==> src/rtl/ofm_sram_arbiter_if.sv <==
// Requester, clear-control and SRAM-wrapper signals of the OFM SRAM arbiter.
// The arbiter takes the slave view; the environment driving it takes the master view.
interface ofm_sram_arbiter_if #(
  parameter int unsigned DATA_WIDTH = 8,
  parameter int unsigned ADDR_BITS  = 11
);
  logic                  wr_req;
  logic [ADDR_BITS-1:0]  wr_addr;
  logic [DATA_WIDTH-1:0] wr_data;
  logic                  wr_gnt;
  logic                  rd_req;
  logic [ADDR_BITS-1:0]  rd_addr;
  logic                  rd_gnt;
  logic                  rd_rvalid;
  logic [DATA_WIDTH-1:0] rd_rdata;
  logic                  clr_start;
  logic                  clr_busy;
  logic                  frame_done;
  logic [ADDR_BITS:0]    wr_count;
  logic                  sram_write_en;
  logic [ADDR_BITS-1:0]  sram_addr;
  logic [DATA_WIDTH-1:0] sram_wdata;
  logic [DATA_WIDTH-1:0] sram_rdata;

  modport slave (
    input  wr_req, wr_addr, wr_data, rd_req, rd_addr, clr_start, sram_rdata,
    output wr_gnt, rd_gnt, rd_rvalid, rd_rdata, clr_busy, frame_done, wr_count,
           sram_write_en, sram_addr, sram_wdata
  );

  modport master (
    output wr_req, wr_addr, wr_data, rd_req, rd_addr, clr_start, sram_rdata,
    input  wr_gnt, rd_gnt, rd_rvalid, rd_rdata, clr_busy, frame_done, wr_count,
           sram_write_en, sram_addr, sram_wdata
  );
endinterface

==> src/rtl/ofm_sram_arbiter.sv <==
// Shares one single-port OFM SRAM between the conv write stream and a reader,
// with round-robin arbitration, a hardware zero-fill clear and a frame write counter.
module ofm_sram_arbiter #(
  parameter int unsigned DATA_WIDTH  = 8,
  parameter int unsigned ADDR_BITS   = 11,
  parameter int unsigned FRAME_WORDS = 784
) (
  input logic              clk,
  input logic              rst,
  ofm_sram_arbiter_if.slave bus
);

  localparam int unsigned           CNT_W     = ADDR_BITS + 1;
  localparam logic [CNT_W-1:0]      FRAME_CNT = CNT_W'(FRAME_WORDS);
  localparam logic [ADDR_BITS-1:0]  CLR_LAST  = ADDR_BITS'(FRAME_WORDS - 1);

  typedef enum logic {IDLE, CLEAR} state_t;
  typedef enum logic {RR_WRITE, RR_READ} rr_t;

  state_t                state;
  state_t                state_nxt;
  rr_t                   rr_last;
  logic                  wr_gnt;
  logic                  rd_gnt;
  logic                  sram_we;
  logic [ADDR_BITS-1:0]  sram_addr;
  logic [ADDR_BITS-1:0]  addr_shadow;
  logic [ADDR_BITS-1:0]  clr_cnt;
  logic [DATA_WIDTH-1:0] sram_wdata;
  logic                  clr_last;
  logic                  rd_rvalid;
  logic                  clr_busy;
  logic                  frame_done;
  logic [CNT_W-1:0]      wr_count;

  // Arbitration and SRAM drive; clr_start beats any request, ties go to the one not served last.
  always_comb begin
    state_nxt  = state;
    wr_gnt     = 1'b0;
    rd_gnt     = 1'b0;
    sram_we    = 1'b0;
    sram_addr  = addr_shadow;
    sram_wdata = '0;
    clr_last   = (clr_cnt == CLR_LAST);
    if (!rst) begin
      case (state)
        IDLE: begin
          if (bus.clr_start) begin
            state_nxt = CLEAR;
          end else if (bus.wr_req && (!bus.rd_req || rr_last == RR_READ)) begin
            wr_gnt = 1'b1;
          end else if (bus.rd_req) begin
            rd_gnt = 1'b1;
          end
        end
        CLEAR: begin
          sram_we   = 1'b1;
          sram_addr = clr_cnt;
          if (clr_last) state_nxt = IDLE;
        end
        default: state_nxt = IDLE;
      endcase
    end
    if (wr_gnt) begin
      sram_we    = 1'b1;
      sram_addr  = bus.wr_addr;
      sram_wdata = bus.wr_data;
    end
    if (rd_gnt) sram_addr = bus.rd_addr;
  end

  always_ff @(posedge clk) begin
    if (rst) begin
      state       <= IDLE;
      rr_last     <= RR_READ;
      rd_rvalid   <= 1'b0;
      clr_busy    <= 1'b0;
      frame_done  <= 1'b0;
      wr_count    <= '0;
      clr_cnt     <= '0;
      addr_shadow <= '0;
    end else begin
      state       <= state_nxt;
      rd_rvalid   <= rd_gnt;
      clr_busy    <= (state_nxt == CLEAR);
      addr_shadow <= sram_addr;
      frame_done  <= 1'b0;
      if (wr_gnt) begin
        rr_last <= RR_WRITE;
      end else if (rd_gnt) begin
        rr_last <= RR_READ;
      end
      if (state == CLEAR) clr_cnt <= clr_last ? '0 : clr_cnt + 1'b1;
      // Count saturates at a full frame, so frame_done can only fire once per clear.
      if (state == CLEAR && clr_last) begin
        wr_count <= '0;
      end else if (wr_gnt && wr_count < FRAME_CNT) begin
        wr_count   <= wr_count + 1'b1;
        frame_done <= (wr_count == FRAME_CNT - 1'b1);
      end
    end
  end

  assign bus.wr_gnt        = wr_gnt;
  assign bus.rd_gnt        = rd_gnt;
  assign bus.rd_rvalid     = rd_rvalid;
  assign bus.rd_rdata      = bus.sram_rdata;
  assign bus.clr_busy      = clr_busy;
  assign bus.frame_done    = frame_done;
  assign bus.wr_count      = wr_count;
  assign bus.sram_write_en = sram_we;
  assign bus.sram_addr     = sram_addr;
  assign bus.sram_wdata    = sram_wdata;

endmodule

==> src/flat_wrapper.sv <==
// flat-port wrapper written by rule: the top's interface ports become plain ports
module ofm_sram_arbiter_flat 
#(
  parameter int unsigned DATA_WIDTH  = 8,
  parameter int unsigned ADDR_BITS   = 11,
  parameter int unsigned FRAME_WORDS = 784
)
  (clk, rst, bus_wr_req, bus_wr_addr, bus_wr_data, bus_rd_req, bus_rd_addr, bus_clr_start, bus_sram_rdata, bus_wr_gnt, bus_rd_gnt, bus_rd_rvalid, bus_rd_rdata, bus_clr_busy, bus_frame_done, bus_wr_count, bus_sram_write_en, bus_sram_addr, bus_sram_wdata);
  ofm_sram_arbiter_if #(.DATA_WIDTH(DATA_WIDTH), .ADDR_BITS(ADDR_BITS)) bus_i ();
  input logic clk;
  input logic rst;
  input wire logic [$bits(bus_i.wr_req)-1:0] bus_wr_req;
  input wire logic [$bits(bus_i.wr_addr)-1:0] bus_wr_addr;
  input wire logic [$bits(bus_i.wr_data)-1:0] bus_wr_data;
  input wire logic [$bits(bus_i.rd_req)-1:0] bus_rd_req;
  input wire logic [$bits(bus_i.rd_addr)-1:0] bus_rd_addr;
  input wire logic [$bits(bus_i.clr_start)-1:0] bus_clr_start;
  input wire logic [$bits(bus_i.sram_rdata)-1:0] bus_sram_rdata;
  output wire logic [$bits(bus_i.wr_gnt)-1:0] bus_wr_gnt;
  output wire logic [$bits(bus_i.rd_gnt)-1:0] bus_rd_gnt;
  output wire logic [$bits(bus_i.rd_rvalid)-1:0] bus_rd_rvalid;
  output wire logic [$bits(bus_i.rd_rdata)-1:0] bus_rd_rdata;
  output wire logic [$bits(bus_i.clr_busy)-1:0] bus_clr_busy;
  output wire logic [$bits(bus_i.frame_done)-1:0] bus_frame_done;
  output wire logic [$bits(bus_i.wr_count)-1:0] bus_wr_count;
  output wire logic [$bits(bus_i.sram_write_en)-1:0] bus_sram_write_en;
  output wire logic [$bits(bus_i.sram_addr)-1:0] bus_sram_addr;
  output wire logic [$bits(bus_i.sram_wdata)-1:0] bus_sram_wdata;
  assign bus_i.wr_req = bus_wr_req;
  assign bus_i.wr_addr = bus_wr_addr;
  assign bus_i.wr_data = bus_wr_data;
  assign bus_i.rd_req = bus_rd_req;
  assign bus_i.rd_addr = bus_rd_addr;
  assign bus_i.clr_start = bus_clr_start;
  assign bus_i.sram_rdata = bus_sram_rdata;
  assign bus_wr_gnt = bus_i.wr_gnt;
  assign bus_rd_gnt = bus_i.rd_gnt;
  assign bus_rd_rvalid = bus_i.rd_rvalid;
  assign bus_rd_rdata = bus_i.rd_rdata;
  assign bus_clr_busy = bus_i.clr_busy;
  assign bus_frame_done = bus_i.frame_done;
  assign bus_wr_count = bus_i.wr_count;
  assign bus_sram_write_en = bus_i.sram_write_en;
  assign bus_sram_addr = bus_i.sram_addr;
  assign bus_sram_wdata = bus_i.sram_wdata;
  ofm_sram_arbiter #(.DATA_WIDTH(DATA_WIDTH), .ADDR_BITS(ADDR_BITS), .FRAME_WORDS(FRAME_WORDS)) u_core (.clk(clk), .rst(rst), .bus(bus_i));
endmodule
==> config.mk <==
export PLATFORM = sky130hd
export DESIGN_NAME = ofm_sram_arbiter_flat
export DESIGN_NICKNAME = d
export VERILOG_FILES = /design/src/rtl/ofm_sram_arbiter_if.sv /design/src/rtl/ofm_sram_arbiter.sv /design/src/flat_wrapper.sv
export SDC_FILE = /design/constraint.sdc
export NUM_CORES = 1
export LEC_CHECK = 0
export ABC_CLOCK_PERIOD_IN_PS = 1800
export CORE_ASPECT_RATIO = 0.5
export CORE_MARGIN = 10
export CORE_UTILIZATION = 30
export CTS_BUF_LIST = sky130_fd_sc_hd__clkbuf_4
export CTS_CLUSTER_DIAMETER = 80
export CTS_CLUSTER_SIZE = 25
export DETAILED_ROUTE_END_ITERATION = 16
export PLACE_DENSITY_LB_ADDON = 0.25
export SLEW_MARGIN = 5
export SYNTH_ARGS = -nofsm -noshare
export SYNTH_HDL_FRONTEND = slang
export SYNTH_SLANG_ARGS = --single-unit
==> constraint.sdc <==
create_clock -name clk -period 1.8 [get_ports clk]
set_clock_uncertainty 0.1 [all_clocks]
set_input_delay 0.18 -clock clk [delete_from_list [all_inputs] [get_ports clk]]
set_output_delay 0.18 -clock clk [all_outputs]
set_load 0.005 [all_outputs]
# Word level (Yosys, flattened, before mapping)
# Index checks and enable logic that the tools add are counted.
word_totals:
  register_bits: 38
  out_inout_bits: 45
classes:
  bitwise: 2
  addsub: 2
  n_mux: 23
  order_cmp: 1
  eq_ne: 2
  reduce_logical: 8
op_table:
  columns: ["cell", "count"]
  rows:
  - ["11-bit two-way mux", 5]
  - ["1-bit two-way mux", 16]
  - ["12-bit by 1-bit adder with 12-bit output (second input constant)", 1]
  - ["12-bit by 10-bit equality test with 1-bit output (second input constant)", 1]
  - ["12-bit by 10-bit < comparator with 1-bit output (second input constant)", 1]
  - ["11-bit by 1-bit adder with 11-bit output (second input constant)", 1]
  - ["11-bit by 10-bit equality test with 1-bit output (second input constant)", 1]
  - ["8-bit two-way mux", 1]
  - ["1-bit logical AND", 3]
  - ["3-bit OR reduction", 1]
  - ["1-bit NOT", 2]
  - ["1-bit case mux with 2 select lines", 1]
  - ["2-bit nonzero test", 1]
  - ["2-bit OR reduction", 1]
  - ["1-bit logical NOT", 1]
  - ["1-bit logical OR", 1]

# Logic depth before layout (Yosys ltp)
depth:
  word_depth: 10
  depth_mapped: 8
  mapped_depth_nobuf: 5

# Worst setup path after synthesis
# Ideal clock, no wire load.
synth_timing:
  path_type: "reg-to-reg"
  startpoint: "reg u_core.clr_cnt[0]"
  endpoint: "reg u_core.wr_count[5], in the netlist u_core.bus.wr_count[5]"
  setup_ns: 0.070
  path_slack_ns: 0.011
  path_stages_with_launch: 9
  synth_period_minus_slack_ns: 1.789
  n_path_buf: 3
  arrival_time_ns: 1.619
  path_cell_list: "dfxtp_1 -> ha_1 -> and4_1 -> clkbuf_1 -> and4_1 -> or2_1 -> buf_2 -> buf_2 -> a21oi_1"
synth_via:
  elab_chain_len: 3
synth_lines:
  columns: ["element", "line", "source"]
  rows:
  - ["start, declared", "ofm_sram_arbiter.sv:28", "logic [ADDR_BITS-1:0] clr_cnt;"]
  - ["start signal, assigned", "ofm_sram_arbiter.sv:93", "if (state == CLEAR) clr_cnt <= clr_last ? '0 : clr_cnt + 1'b1;"]
  - ["11-bit by 10-bit equality test with 1-bit output", "ofm_sram_arbiter.sv:44", "clr_last = (clr_cnt == CLR_LAST);"]
  - ["1-bit logical AND", "ofm_sram_arbiter.sv:95", "if (state == CLEAR && clr_last) begin"]
  - ["2-bit OR reduction (no line)", null, null]
  - ["end signal, assigned", "ofm_sram_arbiter.sv:98", "wr_count <= wr_count + 1'b1;"]
  - ["end, declared", "ofm_sram_arbiter.sv:34", "logic [CNT_W-1:0] wr_count;"]
# Every way passes these cells.
# A chain may end at the register's enable or synchronous reset.

# Worst setup path after layout
layout_timing:
  startpoint: "reg u_core.state"
  endpoint: "out bus_sram_addr[0]"
layout_via:
  elab_chain_len: 4
  word_cells_on_any_way: 8
layout_lines:
  columns: ["element", "line", "source"]
  rows:
  - ["start, declared", "ofm_sram_arbiter.sv:20", "state_t state;"]
  - ["start signal, assigned", "ofm_sram_arbiter.sv:83", "state <= state_nxt;"]
  - ["11-bit two-way mux / 1-bit two-way mux (equally long branches)", "ofm_sram_arbiter.sv:46", "case (state)"]
  - ["11-bit two-way mux / 1-bit two-way mux (equally long branches)", "ofm_sram_arbiter.sv:45", "if (!rst) begin"]
  - ["11-bit two-way mux", "ofm_sram_arbiter.sv:64", "if (wr_gnt) begin"]
  - ["11-bit two-way mux (*)", "ofm_sram_arbiter.sv:69", "if (rd_gnt) sram_addr = bus.rd_addr;"]
  - ["end, declared", "flat_wrapper.sv:27", "output wire logic [$bits(bus_i.sram_addr)-1:0] bus_sram_addr;"]
# Every way passes the cells marked *; elsewhere a longest branch is shown, timed or not.

==> results.md <==
## Final layout
- **number of filler instances in the final layout** 666
- **share of post-route cells with drive strength above 1** 0.352
- **most common library cell in the layout ignoring fill and taps** sky130_fd_sc_hd__buf_4
- **cell area after layout** 3430 um^2
- **commonest cells after routing, fill and taps aside** sky130_fd_sc_hd__buf_4 (52), sky130_fd_sc_hd__clkdlybuf4s50_1 (48), sky130_fd_sc_hd__dfxtp_1 (36), sky130_fd_sc_hd__nand2_1 (29)
- **relative area change from synthesis to final layout** 65.8%
- **nets** 410
- **ANT cells** 0

## Power
- **leakage power total** 1.42 nW
- **ratio of total power to cell area** 497 nW/um^2
- **maximum vdd ir drop** 0.237 mV

## GRT
- **sum of overflow across all layers after global routing** 0
- **maximum number of pins on one net before global-route repair** 15
- **number of antenna violations at the first check in global routing** 0
- **global-route usage over all layers** 0.130
- **number of global-route vias before repair** 2243
- **wire length of the first global-routing pass** 11.5 mm

## Critical path
- **capturing point of the worst reg2reg path** u_core.bus.wr_count[6]
- **Setup crit start** u_core.state
- **type of the setup path with the least slack** flip-flop to output pin
- **Critical Path Start Type** flip-flop
- **CP endpoint** bus_sram_addr[0]
- **cell count of the worst reg-to-reg path** 5
- **Reg-to-Reg Start** u_core.state
- **worst path bufs/invs** 5
- **nature of the critical path endpoint** output pin
- **setup slack, reg-to-reg** 0.02 ns
- **maximum fanout count along the critical path** 4
- **most common cell type on the critical path** sky130_fd_sc_hd__buf_4
- **worst endpoint required time** 1.52 ns
- **critical path arrival** 1.70 ns
- **critical path, cell by cell** nor3_4, buf_4, nand3_4, inv_6, buf_4, buf_4, nand2_1, nand2_1, buf_2
- **Levels on crit path** 9
- **standard cell with the maximum stage delay on the critical path** sky130_fd_sc_hd__dfxtp_4
- **dominant delay contributor by cell family on the critical path** buffers and inverters
- **stage delay of the slowest cell on the critical path** 0.39 ns

## Outcome
- **status** finished, violations left
- **violations in the final reports** setup timing

## Yosys
- **share of synthesized registers carrying an async set or reset** 0
- **cell taking the most area after synthesis** sky130_fd_sc_hd__dfxtp_1
- **number of different library cells in the post-synthesis netlist** 33
- **flip-flop and latch count after synthesis** 38
- **Main synth FF type** sky130_fd_sc_hd__dfxtp_1
- **netlist area before placement** 2070 um^2
- **cell count after synthesis** 248
- **Synth top area share** 0.368
- **Syn Nets** 293
- **total of warnings raised by yosys** 0
- **share of synthesized area spent on multiplexers** 0.0648
- **post-synthesis share of cell area spent on full adders, half adders and majority gates** 0.0121
- **Synth Area in Simple Gates** 0.309
- **per-instance average area after synthesis** 8.33 um^2
- **combinational family with the most area after synthesis** simple AND/OR/NAND/NOR gates
- **leading cell types by total area after synthesis** sky130_fd_sc_hd__dfxtp_1 (37%), sky130_fd_sc_hd__mux2_2 (6.0%), sky130_fd_sc_hd__a21oi_1 (5.3%)
- **compound-gate portion of the synthesized area** 0.127
- **register area share after synthesis** 0.368
- **Post-synth EDFFs** 0
- **share of the synthesized netlist area taken by xor and xnor gates** 0.0424

## Timing
- **RSZ-0062 raised after global routing** yes
- **final critical delay including setup and external delays** 1.98 ns
- **Slew Limit Headroom** 0.707
- **Pins Over Slew Limit** 0
- **portion of the clock cycle consumed by the worst path in the final layout** 1.10
- **Tightest Pin Transition** 0.439 ns
- **max frequency** 506 MHz
- **final setup vio count** 19
- **endpoints failing hold** 0
- **total negative slack** -2.22 ns
- **min setup slack post-route** -0.176 ns

## Clock network
- **post-CTS clock slew at the launch and capture registers of the worst setup and hold paths** 0.11 ns
- **clk sinks** 38
- **number of buffers added by the clock tree synthesis step** 5
- **count of hold-fix buffers inserted at cts** 0
- **clock network latency to the later pin of the worst-skew pair** 0.35 ns
- **TritonCTS clock tree** yes
- **maximum clock path buffer count** 2
- **CTS H-tree depth** 2
- **Root Buffer** sky130_fd_sc_hd__clkbuf_4

## Drt
- **final routed DRC violation total** 0
- **violation count after the first detailed-route iteration** 108
- **topmost layer with routed signal wires** met4
- **post-detailed-route count of antenna-violating nets** 0
- **post-detailed-route wirelength per cell** 15.7 um
- **length of the first detailed-routing pass in iterations** 4
- **post-detailed-routing wire length** 7.19 mm
- **Post-Route M1 WL** 3.40 mm
- **met2 routed wirelength** 3.39 mm
- **via total after detailed routing** 2207
- **met3 routed WL** 337 um
- **number of vias per cell** 4.82

## Worst hold path
- **worst hold start** bus_sram_rdata[0]
- **class of the worst hold path** input port to output pin

## Floorplan
- **starting utilization of the core area** 0.310
- **die outline height** 78.7 um
- **Std-Cell Core Area** 6670 um^2
- **FP Rows** 21
- **area of the die** 10800 um^2
- **number of I/O pins** 88
- **Die Wd** 137 um

## Placement
- **number of port buffers** 71
- **placed wire-length estimate after detailed placement** 4.89 mm
- **placement-stage cell area** 3140 um^2
- **gpl congestion** 0.855

## Run
- **Max Cap Viol** 0

metrics by stage:
step	setup WS (ns)	hold WS [ns]	utilization	total power, mW	std cells
2_1_floorplan	0.0108	0.149	-	1.03	248
3_3_place_gp	-0.610	0.260	0.470	1.23	434
3_5_place_dp	-0.626	0.260	0.470	1.23	434
4_1_cts	-0.211	0.260	0.509	1.73	461
5_1_grt	-0.296	0.260	0.513	1.79	458
6_report	-0.176	0.260	0.513	1.70	458
worst min-delay path by stage:
| stage | to | slack, ns | depth (start not counted) |
|---|---|---|---|
| finish | bus_rd_rdata[0] | 0.26 | 0 |
| global route | bus_rd_rdata[7] | 0.26 | 0 |
| CTS | bus_rd_rdata[0] | 0.26 | 0 |
| detailed placement | bus_rd_rdata[0] | 0.26 | 0 |
| global placement | bus_rd_rdata[0] | 0.26 | 0 |
| floorplan | u_core.addr_shadow[0] | 0.15 | 1 |
layout make-up:
cell class                      count  area, um^2  area share
Inverter                            5        23.8     0.00694
Sequential cell                    38         766       0.223
Multi-Input combinational cell    181        1280       0.373
Clock buffer                        6        45.0      0.0131
Clock inverter                      2        8.76     0.00256
Tap cell                           92         115      0.0336
Timing Repair Buffer              134        1190       0.347
routing by layer:
layer / vias up / track usage
met5: - / 0
met4: 0 / 0.0387
met3: 5 / 0.0308
met2: 45 / 0.216
met1: 1042 / 0.164
li1: 1115 / -
state kept, by name, indices dropped and copies added (netlist names):
name,count
u_core.addr_shadow,11
u_core.clr_cnt,11
u_core.bus.rd_rvalid,1
u_core.bus.wr_count,12
u_core.rr_last,1
u_core.state,1
u_core.bus.frame_done,1
kinds of logic after synthesis:
group / count (synthesis)
simple gates: 113
xor+xnor: 10
buf+inv: 30
flops: 38
mux: 12
compound gates: 43
fa+ha+maj: 2
power by group:
group / switching [mW] / internal, mW / total, mW / leakage [nW]
Combinational: 0.148 / 0.225 / 0.372 / 1.08
Clock: 0.291 / 0.162 / 0.453 / 0.0331
Sequential: 0.0140 / 0.864 / 0.878 / 0.308
Total: 0.452 / 1.25 / 1.70 / 1.42
synthesized netlist by cell type (2+ instances only):
cell type / n
sky130_fd_sc_hd__and3_1: 3
sky130_fd_sc_hd__nand2_1: 29
sky130_fd_sc_hd__o21ai_0: 2
sky130_fd_sc_hd__a21oi_1: 22
sky130_fd_sc_hd__buf_4: 8
sky130_fd_sc_hd__buf_2: 8
sky130_fd_sc_hd__o31ai_1: 7
sky130_fd_sc_hd__o211ai_1: 11
sky130_fd_sc_hd__ha_1: 2
sky130_fd_sc_hd__nand4_1: 7
sky130_fd_sc_hd__nand4b_1: 11
sky130_fd_sc_hd__xor2_1: 5
sky130_fd_sc_hd__or4_1: 6
sky130_fd_sc_hd__nor2_1: 20
sky130_fd_sc_hd__or2_2: 3
sky130_fd_sc_hd__nor3_1: 4
sky130_fd_sc_hd__nor4_1: 2
sky130_fd_sc_hd__clkbuf_1: 8
sky130_fd_sc_hd__and4_1: 3
sky130_fd_sc_hd__and2_1: 10
sky130_fd_sc_hd__dfxtp_1: 38
sky130_fd_sc_hd__xnor2_1: 5
sky130_fd_sc_hd__nand2b_1: 3
sky130_fd_sc_hd__mux2_2: 11
sky130_fd_sc_hd__inv_1: 5
sky130_fd_sc_hd__or3_1: 2
sky130_fd_sc_hd__nand3_1: 7
what timing repair did:
item | in CTS | in global routing
gates resized for setup | 119 | 15
pin swaps | 28 | 14
setup buffers | 23 | 2
cloned | 3 | 1
endpoints found under the setup margin | 30 | 36
(Power assumes the default switching activity.)
